### config.mk
export PLATFORM = sky130hd
export DESIGN_NAME = mrd_switch_nbank
export DESIGN_NICKNAME = d
export VERILOG_FILES = /design/src/rtl/mrd_rdx2345_pkg.sv /design/src/rtl/mrd_rdx2345_reg.sv /design/src/rtl/mrd_switch_nbank.sv
export SDC_FILE = /design/constraint.sdc
export NUM_CORES = 1
export LEC_CHECK = 0
export CAP_MARGIN = 0
export CELL_PAD_IN_SITES_DETAIL_PLACEMENT = 1
export CELL_PAD_IN_SITES_GLOBAL_PLACEMENT = 2
export CORE_UTILIZATION = 25
export CTS_BUF_LIST = sky130_fd_sc_hd__clkbuf_16
export CTS_CLUSTER_SIZE = 30
export DETAILED_ROUTE_END_ITERATION = 7
export PLACE_DENSITY = 0.94
export SYNTH_ARGS = -nofsm -noshare
export SYNTH_HDL_FRONTEND = slang
export SYNTH_SLANG_ARGS = --single-unit
### constraint.sdc
create_clock -name clk -period 1.95 [get_ports clk]
set_input_delay 0.39 -clock clk [delete_from_list [all_inputs] [get_ports clk]]
set_output_delay 0.39 -clock clk [all_outputs]
set_load 0.01 [all_outputs]
### src/rtl/mrd_rdx2345_pkg.sv
// Beat bundle exchanged between the rotating data memories and the radix-2/3/4/5 engine.
package mrd_rdx2345_pkg;

   localparam int FSM_W       = 3;
   localparam int D_W         = 16;
   localparam int BANK_IDX_W  = 3;
   localparam int BANK_ADDR_W = 10;
   localparam int TW_SEL_W    = 2;
   localparam int TW_STEP_W   = 10;
   localparam int TW_EXP_W    = 4;

   typedef struct packed {
      logic [FSM_W-1:0]        fsm;
      logic                    valid;
      logic signed [D_W-1:0]   d_real;
      logic signed [D_W-1:0]   d_imag;
      logic [BANK_IDX_W-1:0]   bank_index;
      logic [BANK_ADDR_W-1:0]  bank_addr;
      logic [TW_SEL_W-1:0]     tw_ROM_sel;
      logic [TW_STEP_W-1:0]    tw_ROM_addr_step;
      logic [TW_EXP_W-1:0]     tw_ROM_exp_ceil;
      logic [TW_EXP_W-1:0]     tw_ROM_exp_time;
   } mrd_rdx2345_t;

endpackage

### src/rtl/mrd_rdx2345_reg.sv
// One-cycle register of a full beat bundle; every field clears on reset.
module mrd_rdx2345_reg
   import mrd_rdx2345_pkg::*;
(
   input  logic         clk,
   input  logic         rst_n,
   input  mrd_rdx2345_t din,
   output mrd_rdx2345_t dout
);

   mrd_rdx2345_t data_d;
   mrd_rdx2345_t data_q;

   always_comb begin
      data_d = din;
   end

   always_ff @(posedge clk or negedge rst_n) begin
      if (!rst_n) begin
         data_q <= '0;
      end else begin
         data_q <= data_d;
      end
   end

   assign dout = data_q;

endmodule

### src/rtl/mrd_switch_nbank.sv
// Rotating N-bank switch: engine reads memory ptr and writes memory ptr+1;
// role rotation requests are deferred until both selected paths are idle.
module mrd_switch_nbank
   import mrd_rdx2345_pkg::*;
#(
   parameter int NUM_MEM = 2,
   parameter int PTR_W   = $clog2(NUM_MEM)
) (
   input  logic             clk,
   input  logic             rst_n,
   input  logic             sw_req,
   input  mrd_rdx2345_t     from_mem [NUM_MEM],
   output mrd_rdx2345_t     to_mem [NUM_MEM],
   input  mrd_rdx2345_t     from_rdx2345,
   output mrd_rdx2345_t     to_rdx2345,
   output logic [PTR_W-1:0] ptr,
   output logic             sw_pending,
   output logic             sw_done,
   output logic             sw_drop
);

   localparam logic [PTR_W-1:0] LAST_IDX = PTR_W'(NUM_MEM - 1);

   logic [PTR_W-1:0] ptr_q, ptr_d, wr_idx;
   logic             sw_pending_q, sw_pending_d;
   logic             sw_done_q, sw_done_d;
   logic             sw_drop_q, sw_drop_d;
   logic             idle, req_eff;
   mrd_rdx2345_t     rdx_d;
   mrd_rdx2345_t     mem_d [NUM_MEM];

   // Routing is steered by the pre-edge pointer, so a rotation shows up one edge later.
   always_comb begin
      wr_idx = (ptr_q == LAST_IDX) ? '0 : ptr_q + PTR_W'(1);
      rdx_d  = from_mem[ptr_q];
      for (int k = 0; k < NUM_MEM; k++) begin
         mem_d[k] = (PTR_W'(k) == wr_idx) ? from_rdx2345 : '0;
      end
   end

   always_comb begin
      idle         = !from_mem[ptr_q].valid && !from_rdx2345.valid;
      req_eff      = sw_pending_q | sw_req;
      ptr_d        = ptr_q;
      sw_pending_d = sw_pending_q;
      sw_done_d    = 1'b0;
      sw_drop_d    = sw_req & sw_pending_q;
      // Rotating only in an idle cycle keeps every beat within a single memory.
      if (req_eff) begin
         if (idle) begin
            ptr_d        = wr_idx;
            sw_pending_d = 1'b0;
            sw_done_d    = 1'b1;
         end else begin
            sw_pending_d = 1'b1;
         end
      end
   end

   always_ff @(posedge clk or negedge rst_n) begin
      if (!rst_n) begin
         ptr_q        <= '0;
         sw_pending_q <= 1'b0;
         sw_done_q    <= 1'b0;
         sw_drop_q    <= 1'b0;
      end else begin
         ptr_q        <= ptr_d;
         sw_pending_q <= sw_pending_d;
         sw_done_q    <= sw_done_d;
         sw_drop_q    <= sw_drop_d;
      end
   end

   mrd_rdx2345_reg u_rdx_reg (
      .clk  (clk),
      .rst_n(rst_n),
      .din  (rdx_d),
      .dout (to_rdx2345)
   );

   for (genvar g = 0; g < NUM_MEM; g++) begin : g_mem_reg
      mrd_rdx2345_reg u_mem_reg (
         .clk  (clk),
         .rst_n(rst_n),
         .din  (mem_d[g]),
         .dout (to_mem[g])
      );
   end

   assign ptr        = ptr_q;
   assign sw_pending = sw_pending_q;
   assign sw_done    = sw_done_q;
   assign sw_drop    = sw_drop_q;

endmodule

==> impl_metrics.py, run 1 <==
metrics = {
    "final_layout": {
        "drive_gt1_share_pct": 12.29,
        "design_area_mm2": 0.01253,
        "area_growth_pct": 75.12,
        "fin_util_pct": 44.87,
        "diodes": 0,
        "nets": 1091,
        "fillerInstances": 2878,
    },
    "clock_tree": {
        "clock-root-buffer": "clkbuf_16",
        "postCtsSetupRepairBufs": 0,
        "cts_made_buffers": 24,
        "clock_path_buffers": 3,
        "clk_latency_ns": 0.52,
        "cts_tree": "done",
        "clkSinkCount": 211,
        "h-tree-depth": 1,
        "cts.clk_slew.worst_paths_ns": 0.06,
    },
    "logic_synthesis": {
        "yosys_register_bits": 211,
        "yosysMostFrequentCell": "dfrtp_1",
        "yosys-top-cells-count": "dfrtp_1, and2_1, mux2_2",
        "synth_top_cell_by_area": "dfrtp_1",
        "yosys-mux-area-fraction_pct": 10.91,
        "synth_top_family_by_area": "simple AND/OR/NAND/NOR gates",
        "netlist_area_mm2": 0.007157,
        "syn_inst": 447,
        "synth_xor_area_share_pct": 0,
        "synthDominantCellAreaShare_pct": 73.78,
        "synth_fa_ha_area_share_pct": 0,
        "ys_top_cells_by_area": "dfrtp_1, mux2_2, and2_1",
        "yosys.area_share.simple_pct": 12.73,
        "yosysSeqAreaShare_pct": 73.78,
        "synth-compound-area-share_pct": 0.4021,
        "synth_cell_types": 15,
        "synth_edf_count": 0,
        "synthArstFlopShare_pct": 100.0,
        "synth_fp_nets": 657,
        "synth.yosys.warnings": 0,
        "syn_avg_cell_area_um2": 16.01,
        "synthFlopType": "dfrtp_1",
    },
    "floorplanning": {
        "die_h_um": 171.2,
        "die_w_um": 171.2,
        "dieArea_mm2": 0.02931,
        "rows": 61,
        "core_mm2": 0.02793,
        "io_pins": 421,
        "start_util_pct": 25.62,
    },
    "grt": {
        "grt-ovfl-total": 0,
        "grt_pass1_wl_mm": 35.18,
        "first_global_vias": 5744,
        "grt_max_degree": 90,
        "antenna_found_initial": 2,
        "grt.total_usage_pct": 16.22,
    },
    "setup_path": {
        "path_delay_family": "buffers and inverters",
        "critical-path-slowest-cell": "clkdlybuf4s50_1",
        "crit_required_ns": 1.56,
        "path_cells": "clkdlybuf4s50_1",
        "cp-start-kind": "flip-flop",
        "critPathMaxStageDelay_ns": 0.57,
        "crit_fanout": 4,
        "cp_num_buf_inv": 1,
        "cp-end-kind": "primary output",
        "path_class": "flip-flop to primary output",
        "cp.arrival_ns": 1.48,
    },
    "timing": {
        "tns_ns": 0,
        "period_share_pct": 95.92,
        "max_slew.worst_pin.slew_ns": 0.4482,
        "finalMaxSlewViolations": 0,
        "hold_slack_ns": 0.4118,
        "hold_viol": 0,
        "slew_headroom_pct": 70.12,
        "clock_skew_ns": 0.007953,
        "rsz0062_at_grt": "no",
        "fin_crit_ns": 1.870,
        "setup_violations": 0,
        "timing.fmax_ghz": 0.5346,
    },
    "drt": {
        "post_drt_wl_per_cell_um": 19.32,
        "firstDrtPassIters": 4,
        "wl_mm": 24.59,
        "drc": 0,
        "num_vias": 5135,
        "first_iter_violations": 217,
        "ant_nets": 0,
        "via_per_inst": 4.034,
    },
    "pwr": {
        "power.clock.fraction_pct": 30.4,
        "seqPwrFrac_pct": 40.0,
        "ir_worst_vdd_uv": 748.2,
        "total_power_w": 0.01360,
        "combPwrFrac_pct": 29.5,
        "p_int_w": 0.009948,
        "swShare_pct": 26.85,
        "switching_power_w": 0.003650,
        "power_density_mw_per_mm2": 1085,
        "power_leakage_nw": 5.392,
    },
    "status": {
        "status": "complete, no violations",
    },
    "placement": {
        "port_buffers": 420,
        "placed_area_mm2": 0.01181,
        "gp_congestion": 0.8083,
        "hpwl_mm": 18.39,
    },
    "job": {
        "maxCapViolations": 0,
    },
    "worst_hold_path": {
        "hold_path.class": "input pin to async pin",
    },
}
[power by group through the flow]
| stage | Sequential, W | Clock, W | Combinational [W] |
|---|---|---|---|
| final | 0.00544 | 0.00414 | 0.00402 |
| after global routing | 0.00552 | 0.00445 | 0.00426 |
| after CTS | 0.00546 | 0.00430 | 0.00409 |
| after detailed placement | 0.00552 | 0 | 0.00406 |
| after global placement | 0.00550 | 0 | 0.00398 |
| after floorplan | 0.00591 | 0 | 0.00114 |
[per-layer routing]
layer / vias up / GRT usage, % / part of all wire [%]
li1: 2293 / - / -
met1: 2520 / 17.38 / 35
met2: 266 / 28.42 / 50
met3: 52 / 6.949 / 11
met4: 4 / 5.629 / 3.5
met5: - / 0 / 0.065
[cell type report]
class / count / area (um^2) / area share [%]
clock buffers: 25 / 625.6 / 4.992
clock inverters: 15 / 88.84 / 0.7088
multi-input cells: 213 / 1720 / 13.73
flip-flops and latches: 211 / 5284 / 42.16
well taps: 378 / 473.0 / 3.774
repair buffers: 431 / 4342 / 34.64
[sequential cells by signal, summed over array words and instances (netlist names)]
register              flops
g_mem.u_mem_reg.dout    138
u_rdx_reg.dout           69
ptr                       1
sw_done                   1
sw_drop                   1
sw_pending                1
[cell usage in the layout (no fill, tap or decap), types with 2 or more instances in the layout]
cell type | Yosys | final
inv_1 | 0 | 6
clkdlybuf4s50_1 | 0 | 418
and2_1 | 70 | 70
clkinv_2 | 0 | 2
mux2_2 | 68 | 68
and2b_1 | 30 | 30
buf_12 | 0 | 4
clkinv_1 | 0 | 5
clkbuf_16 | 0 | 25
dfrtp_1 | 211 | 210
buf_4 | 2 | 6
nor2b_1 | 39 | 39
[final timing paths]
path	to	start	cells past startpoint	slack, ns
worst max-delay path	sw_pending	sw_pending$_DFFE_PN0P_	1	0.08
worst min-delay path	u_rdx_reg.dout[22]$_DFF_PN0_	rst_n	2	0.41
worst max register to register	sw_pending$_DFFE_PN0P_	ptr$_DFFE_PN0P_	3	0.51
worst min register to register	sw_drop$_DFF_PN0_	sw_pending$_DFFE_PN0P_	1	0.58
max in group asynchronous	u_rdx_reg.dout[28]$_DFF_PN0_	rst_n	3	0.83
min in group clk	g_mem_reg[1].u_mem_reg.dout[18]$_DFF_PN0_	from_rdx2345[18]	2	0.45
[stage by stage]
stage / cells / worst slack (ns)
after global routing: 1273 / 0.02384
after detailed placement: 1232 / 0.4652
after global placement: 1232 / 0.4707
final: 1273 / 0.07952
after CTS: 1273 / 0.03757
after floorplan: 447 / 0.7844
[cell families after synthesis]
group,Yosys count
DFF,211
buffers and inverters,23
and+or+nand+nor,140
AOI/OAI and AO/OA,4
muxes,69
[timing repair]
| action | CTS | global route |
|---|---|---|
| endpoints found under the hold margin | 40 | 0 |
| setup endpoints to repair | 1 | 0 |
| hold buffers | 1 | 0 |
| gates resized for setup | 1 | 0 |
No activity file was read; power rests on OpenSTA's default activity.
==> run 2, diff against run 1 <==
--- a/config.mk
+++ b/config.mk
@@ -8,11 +8,12 @@
 export CAP_MARGIN = 0
 export CELL_PAD_IN_SITES_DETAIL_PLACEMENT = 1
 export CELL_PAD_IN_SITES_GLOBAL_PLACEMENT = 2
-export CORE_UTILIZATION = 25
-export CTS_BUF_LIST = sky130_fd_sc_hd__clkbuf_16
+export CORE_UTILIZATION = 26
+export CTS_BUF_LIST = sky130_fd_sc_hd__clkbuf_8
 export CTS_CLUSTER_SIZE = 30
 export DETAILED_ROUTE_END_ITERATION = 7
-export PLACE_DENSITY = 0.94
+export PLACE_DENSITY = 0.95
+export SLEW_MARGIN = 20
 export SYNTH_ARGS = -nofsm -noshare
 export SYNTH_HDL_FRONTEND = slang
 export SYNTH_SLANG_ARGS = --single-unit
==> run 2 against run 1 <==
  * Worst hold slack gained 0.015 ns
  * Cell count is essentially flat
  * Largest cell class unchanged
  * Largest power group unchanged
  * First-iteration DRC count shrank 28%
  * Register-to-register slack gained 0.03 ns
==> impl_metrics.py, run 2 (synthesis gave the netlist of run 1 again) <==
metrics = {
    "placement": {
        "port_buffers": 420,
        "placed_area_mm2": 0.01181,
        "hpwl_mm": 17.75,
        "gp_congestion": 0.7878,
    },
    "floorplanning": {
        "start_util_pct": 26.56,
        "io_pins": 421,
        "core_mm2": 0.02695,
        "rows": 60,
        "die_w_um": 167.9,
        "dieArea_mm2": 0.02819,
        "die_h_um": 167.9,
    },
    "pwr": {
        "p_int_w": 0.009871,
        "combPwrFrac_pct": 29.3,
        "power.clock.fraction_pct": 30.8,
        "ir_worst_vdd_uv": 486.9,
        "power_density_mw_per_mm2": 1079,
        "swShare_pct": 27.38,
        "seqPwrFrac_pct": 39.9,
        "switching_power_w": 0.003721,
        "power_leakage_nw": 5.490,
    },
    "drt": {
        "post_drt_wl_per_cell_um": 18.83,
        "firstDrtPassIters": 4,
        "wl_mm": 23.95,
        "num_vias": 5288,
        "first_iter_violations": 157,
        "ant_nets": 0,
        "drc": 0,
        "via_per_inst": 4.157,
    },
    "timing": {
        "period_share_pct": 94.14,
        "finalMaxSlewViolations": 0,
        "fin_crit_ns": 1.836,
        "timing.fmax_ghz": 0.5447,
        "hold_viol": 0,
        "rsz0062_at_grt": "no",
        "clock_skew_ns": 0.006447,
        "slew_headroom_pct": 67.98,
        "setup_violations": 0,
        "max_slew.worst_pin.slew_ns": 0.4803,
        "tns_ns": 0,
    },
    "final_layout": {
        "design_area_mm2": 0.01260,
        "fillerInstances": 2768,
        "layout_common_cells": "clkdlybuf4s50_1, dfrtp_1, and2_1",
        "drive_gt1_share_pct": 15.39,
        "area_growth_pct": 76.05,
        "largest_reg_flops": 138,
        "nets": 1110,
        "mostFrequentLayoutCell": "clkdlybuf4s50_1",
    },
    "clock_tree": {
        "h-tree-depth": 2,
        "clk_latency_ns": 0.52,
        "clock-root-buffer": "clkbuf_8",
        "clkSinkCount": 211,
        "cts_tree": "done",
        "cts_made_buffers": 39,
        "clock_path_buffers": 3,
        "postCtsSetupRepairBufs": 0,
        "cts.clk_slew.worst_paths_ns": 0.06,
    },
    "job": {
        "maxCapViolations": 0,
    },
    "setup_path": {
        "cp-start-kind": "flip-flop",
        "critical-path-slowest-cell": "clkdlybuf4s50_1",
        "rr_endpoint": "u_rdx_reg.dout[37]$_DFF_PN0_",
        "cp_num_buf_inv": 1,
        "cp-end-kind": "primary output",
        "rrSetupSlack_ns": 0.54,
        "path_cells": "clkdlybuf4s50_1",
        "path_delay_family": "buffers and inverters",
        "crit_required_ns": 1.56,
        "path_class": "flip-flop to primary output",
        "rr_startpoint": "ptr$_DFFE_PN0P_",
        "critPathMaxStageDelay_ns": 0.55,
        "cp.arrival_ns": 1.45,
        "rr_worst_depth": 2,
        "crit_fanout": 4,
    },
    "grt": {
        "grt_max_degree": 93,
        "antenna_found_initial": 4,
        "grt_pass1_wl_mm": 35.44,
        "grt.total_usage_pct": 16.79,
        "grt-ovfl-total": 0,
        "first_global_vias": 6054,
    },
    "worst_hold_path": {
        "hold_path.class": "input pin to async pin",
    },
    "status": {
        "status": "complete, no violations",
    },
}
run 2: cell count changes in the layout (fill, tap and decap cells not counted), moves of 2 or more:
cell | previous run | this run
diode_2 | 0 | 2
clkbuf_8 | 1 | 48
clkbuf_16 | 25 | 0
inv_1 | 6 | 12
clkinv_1 | 5 | 0
clkinv_2 | 2 | 7
clkinvlp_4 | 1 | 3
buf_4 | 6 | 9
run 2: worst max-delay path by stage:
stage / from / endpoint / slack (ns) / cells past startpoint
2_1_floorplan: ptr$_DFFE_PN0P_ / sw_pending$_DFFE_PN0P_ / 0.78 / 3
3_3_place_gp: from_rdx2345[65] / ptr$_DFFE_PN0P_ / 0.51 / 4
3_5_place_dp: from_rdx2345[65] / ptr$_DFFE_PN0P_ / 0.48 / 4
4_1_cts: u_rdx_reg.dout[55]$_DFF_PN0_ / to_rdx2345[55] / 0.07 / 1
5_1_grt: sw_pending$_DFFE_PN0P_ / sw_pending / 0.03 / 1
6_report: sw_pending$_DFFE_PN0P_ / sw_pending / 0.11 / 1
run 2: metal layers:
| layer | vias up | GRT usage [%] | part of all wire [%] |
|---|---|---|---|
| met1 | 2603 | 16.06 | 33 |
| met5 | - | 0 | 0.11 |
| met3 | 69 | 6.676 | 9.4 |
| met4 | 4 | 7.938 | 3.9 |
| met2 | 272 | 31.23 | 53 |
| li1 | 2340 | - | - |
run 2: through the flow:
step                cells  total power [W]  hold slack, ns  utilization, %  worst slack [ns]
CTS                  1270          0.01385          0.3951           46.73           0.07179
global placement     1199         0.009412          0.3895           43.81            0.5087
floorplan             447         0.007048         0.09441               -            0.7844
detailed placement   1199         0.009539          0.3939           43.81            0.4823
global route         1271          0.01426          0.4093           46.74           0.03470
finish               1272          0.01359          0.4268           46.75            0.1143
run 2: layout make-up:
| cell class | count | area [um^2] | area share (%) |
|---|---|---|---|
| flip-flops and latches | 211 | 5284 | 41.94 |
| repair buffers | 435 | 4384 | 34.80 |
| multi-input cells | 213 | 1720 | 13.65 |
| clock buffers | 47 | 646.9 | 5.134 |
| well taps | 341 | 426.7 | 3.386 |
| clock inverters | 23 | 132.6 | 1.053 |
| diodes | 2 | 5.005 | 0.03972 |
run 2: what timing repair did:
item	in CTS	in global routing
resized for setup	1	0
hold buffers	1	0
endpoints found under the hold margin	38	0
endpoints found under the setup margin	1	0
run 2: power groups by stage:
stage | sequential (W) | clock, W | combinational (W)
final | 0.00542 | 0.00418 | 0.00399
after global routing | 0.00549 | 0.00452 | 0.00425
after CTS | 0.00544 | 0.00435 | 0.00407
after detailed placement | 0.00550 | 0 | 0.00404
after global placement | 0.00546 | 0 | 0.00395
after floorplan | 0.00591 | 0 | 0.00114
==> run 3, diff against run 2 <==
--- a/config.mk
+++ b/config.mk
@@ -13,6 +13,7 @@
 export CTS_CLUSTER_SIZE = 30
 export DETAILED_ROUTE_END_ITERATION = 7
 export PLACE_DENSITY = 0.95
+export REMOVE_ABC_BUFFERS = 1
 export SLEW_MARGIN = 20
 export SYNTH_ARGS = -nofsm -noshare
 export SYNTH_HDL_FRONTEND = slang
==> run 3 against run 2 <==
  * Worst setup slack worse by 0.013 ns
  * Critical endpoint unchanged
  * Combinational power about the same
  * Power decreased by 3.1%
  * Wire length fell by 10%
  * Sequential share of layout area increased by 0.35 points
  * Fmax fell by 0.68%
  * Critical path depth unchanged
==> impl_metrics.py, run 3 (synthesis gave the netlist of run 1 again) <==
metrics = {
    "placement": {
        "port_buffers": 420,
        "dp_cells": 1194,
        "gp_congestion": 0.7906,
        "placed_area_mm2": 0.01177,
        "hpwl_mm": 16.17,
    },
    "floorplanning": {
        "rows": 60,
        "core_mm2": 0.02695,
        "start_util_pct": 26.56,
        "die_w_um": 167.9,
        "die_h_um": 167.9,
        "io_pins": 421,
        "dieArea_mm2": 0.02819,
    },
    "pwr": {
        "power_density_mw_per_mm2": 1054,
        "power.clock.fraction_pct": 28.8,
        "combPwrFrac_pct": 30.1,
        "total_power_w": 0.01317,
        "seqPwrFrac_pct": 41.1,
        "switching_power_w": 0.003552,
        "p_int_w": 0.009622,
        "swShare_pct": 26.96,
        "ir_worst_vdd_uv": 450.1,
        "power_leakage_nw": 5.455,
    },
    "grt": {
        "antenna_found_initial": 2,
        "grt.total_usage_pct": 15.29,
        "first_global_vias": 5740,
        "grt-ovfl-total": 0,
        "grt_max_degree": 88,
        "grt_pass1_wl_mm": 32.76,
    },
    "drt": {
        "ant_nets": 0,
        "drc": 0,
        "firstDrtPassIters": 3,
        "first_iter_violations": 197,
        "via_per_inst": 4.093,
        "num_vias": 5165,
        "wl_mm": 21.51,
        "post_drt_wl_per_cell_um": 17.05,
    },
    "clock_tree": {
        "clkSinkCount": 211,
        "cts_made_buffers": 37,
        "cts.clk_slew.worst_paths_ns": 0.06,
        "h-tree-depth": 2,
        "cts_tree": "done",
        "clock-root-buffer": "clkbuf_8",
        "clk_latency_ns": 0.52,
        "clock_path_buffers": 3,
    },
    "job": {
        "maxCapViolations": 0,
    },
    "final_layout": {
        "fillerInstances": 2775,
        "mostFrequentLayoutCell": "clkdlybuf4s50_1",
        "largest_reg_flops": 138,
        "area_growth_pct": 74.58,
        "final_cells": 1262,
        "layout_common_cells": "clkdlybuf4s50_1, dfrtp_1, and2_1",
        "design_area_mm2": 0.01249,
        "drive_gt1_share_pct": 14.24,
        "nets": 1104,
    },
    "worst_hold_path": {
        "hold_path.class": "input pin to async pin",
    },
    "timing": {
        "max_slew.worst_pin.slew_ns": 0.3879,
        "slew_headroom_pct": 74.14,
        "rsz0062_at_grt": "no",
        "fin_crit_ns": 1.848,
        "finalMaxSlewViolations": 0,
        "hold_viol": 0,
        "period_share_pct": 94.78,
        "clock_skew_ns": 0.01260,
        "setup_violations": 0,
        "timing.fmax_ghz": 0.5411,
    },
    "setup_path": {
        "critical-path-slowest-cell": "clkdlybuf4s50_1",
        "path_delay_family": "buffers and inverters",
        "crit_fanout": 4,
        "critical_path.startpoint": "sw_pending$_DFFE_PN0P_",
        "critPathMaxStageDelay_ns": 0.57,
        "path_cells": "clkdlybuf4s50_1",
        "rr_startpoint": "ptr$_DFFE_PN0P_",
        "cp-end-kind": "primary output",
        "cp-start-kind": "flip-flop",
        "cp_num_buf_inv": 1,
        "crit_required_ns": 1.56,
        "cp.arrival_ns": 1.46,
        "path_class": "flip-flop to primary output",
    },
    "status": {
        "status": "complete, no violations",
    },
}
-- run 3: per-stage QoR --
step	TNS (ns)	worst slack (ns)	utilization, %	hold slack [ns]
floorplan	-378.04	-2.041	-	0.09441
global placement	0	0.4025	43.67	0.3479
detailed placement	0	0.3977	43.67	0.3494
CTS	0	0.001779	46.34	0.3617
global route	0	0.04160	46.36	0.3748
finish	0	0.1017	46.36	0.3862
-- run 3: power groups by stage --
stage / clock (W) / combinational (W) / sequential [W]
final: 0.00380 / 0.00396 / 0.00541
after floorplan: 0 / 0.000893 / 0.00614
after CTS: 0.00396 / 0.00404 / 0.00543
after global placement: 0 / 0.00389 / 0.00549
after detailed placement: 0 / 0.00396 / 0.00554
after global routing: 0.00417 / 0.00423 / 0.00548
-- run 3: per-layer routing --
metal  GRT usage (%)  routed length (um)  vias up
met1           16.06                7672     2553
met4           5.265                 525        0
met2           27.75               11300      259
li1                -                   -     2318
met3           5.877                2010       35
met5               0                   0        -
-- run 3: what timing repair did --
item / 4_1_cts / 5_1_grt
cloned: 0 / 0
endpoints found under the setup margin: 1 / 1
resized for setup: 0 / 1
hold buffers: 1 / 0
endpoints found under the hold margin: 37 / 0
buffers inserted: 1 / 0
-- run 3: area by class of cell --
class	instances	area (um^2)	area share, %
Antenna cell	1	2.502	0.02003
Timing Repair Buffer	431	4358	34.88
Sequential cell	211	5284	42.29
Clock buffer	45	619.3	4.957
Multi-Input combinational cell	213	1720	13.77
Tap cell	341	426.7	3.415
Clock inverter	20	83.83	0.6709
-- run 3: final timing paths --
check / to / slack, ns / depth (start not counted)
max in group asynchronous: ptr$_DFFE_PN0P_ / 0.94 / 3
min in group clk: g_mem_reg[1].u_mem_reg.dout[0]$_DFF_PN0_ / 0.45 / 2
worst max-delay path: sw_pending / 0.10 / 1
worst min register to register: sw_pending$_DFFE_PN0P_ / 0.57 / 1
worst min-delay path: g_mem_reg[0].u_mem_reg.dout[37]$_DFF_PN0_ / 0.39 / 2
worst max register to register: u_rdx_reg.dout[48]$_DFF_PN0_ / 0.35 / 3
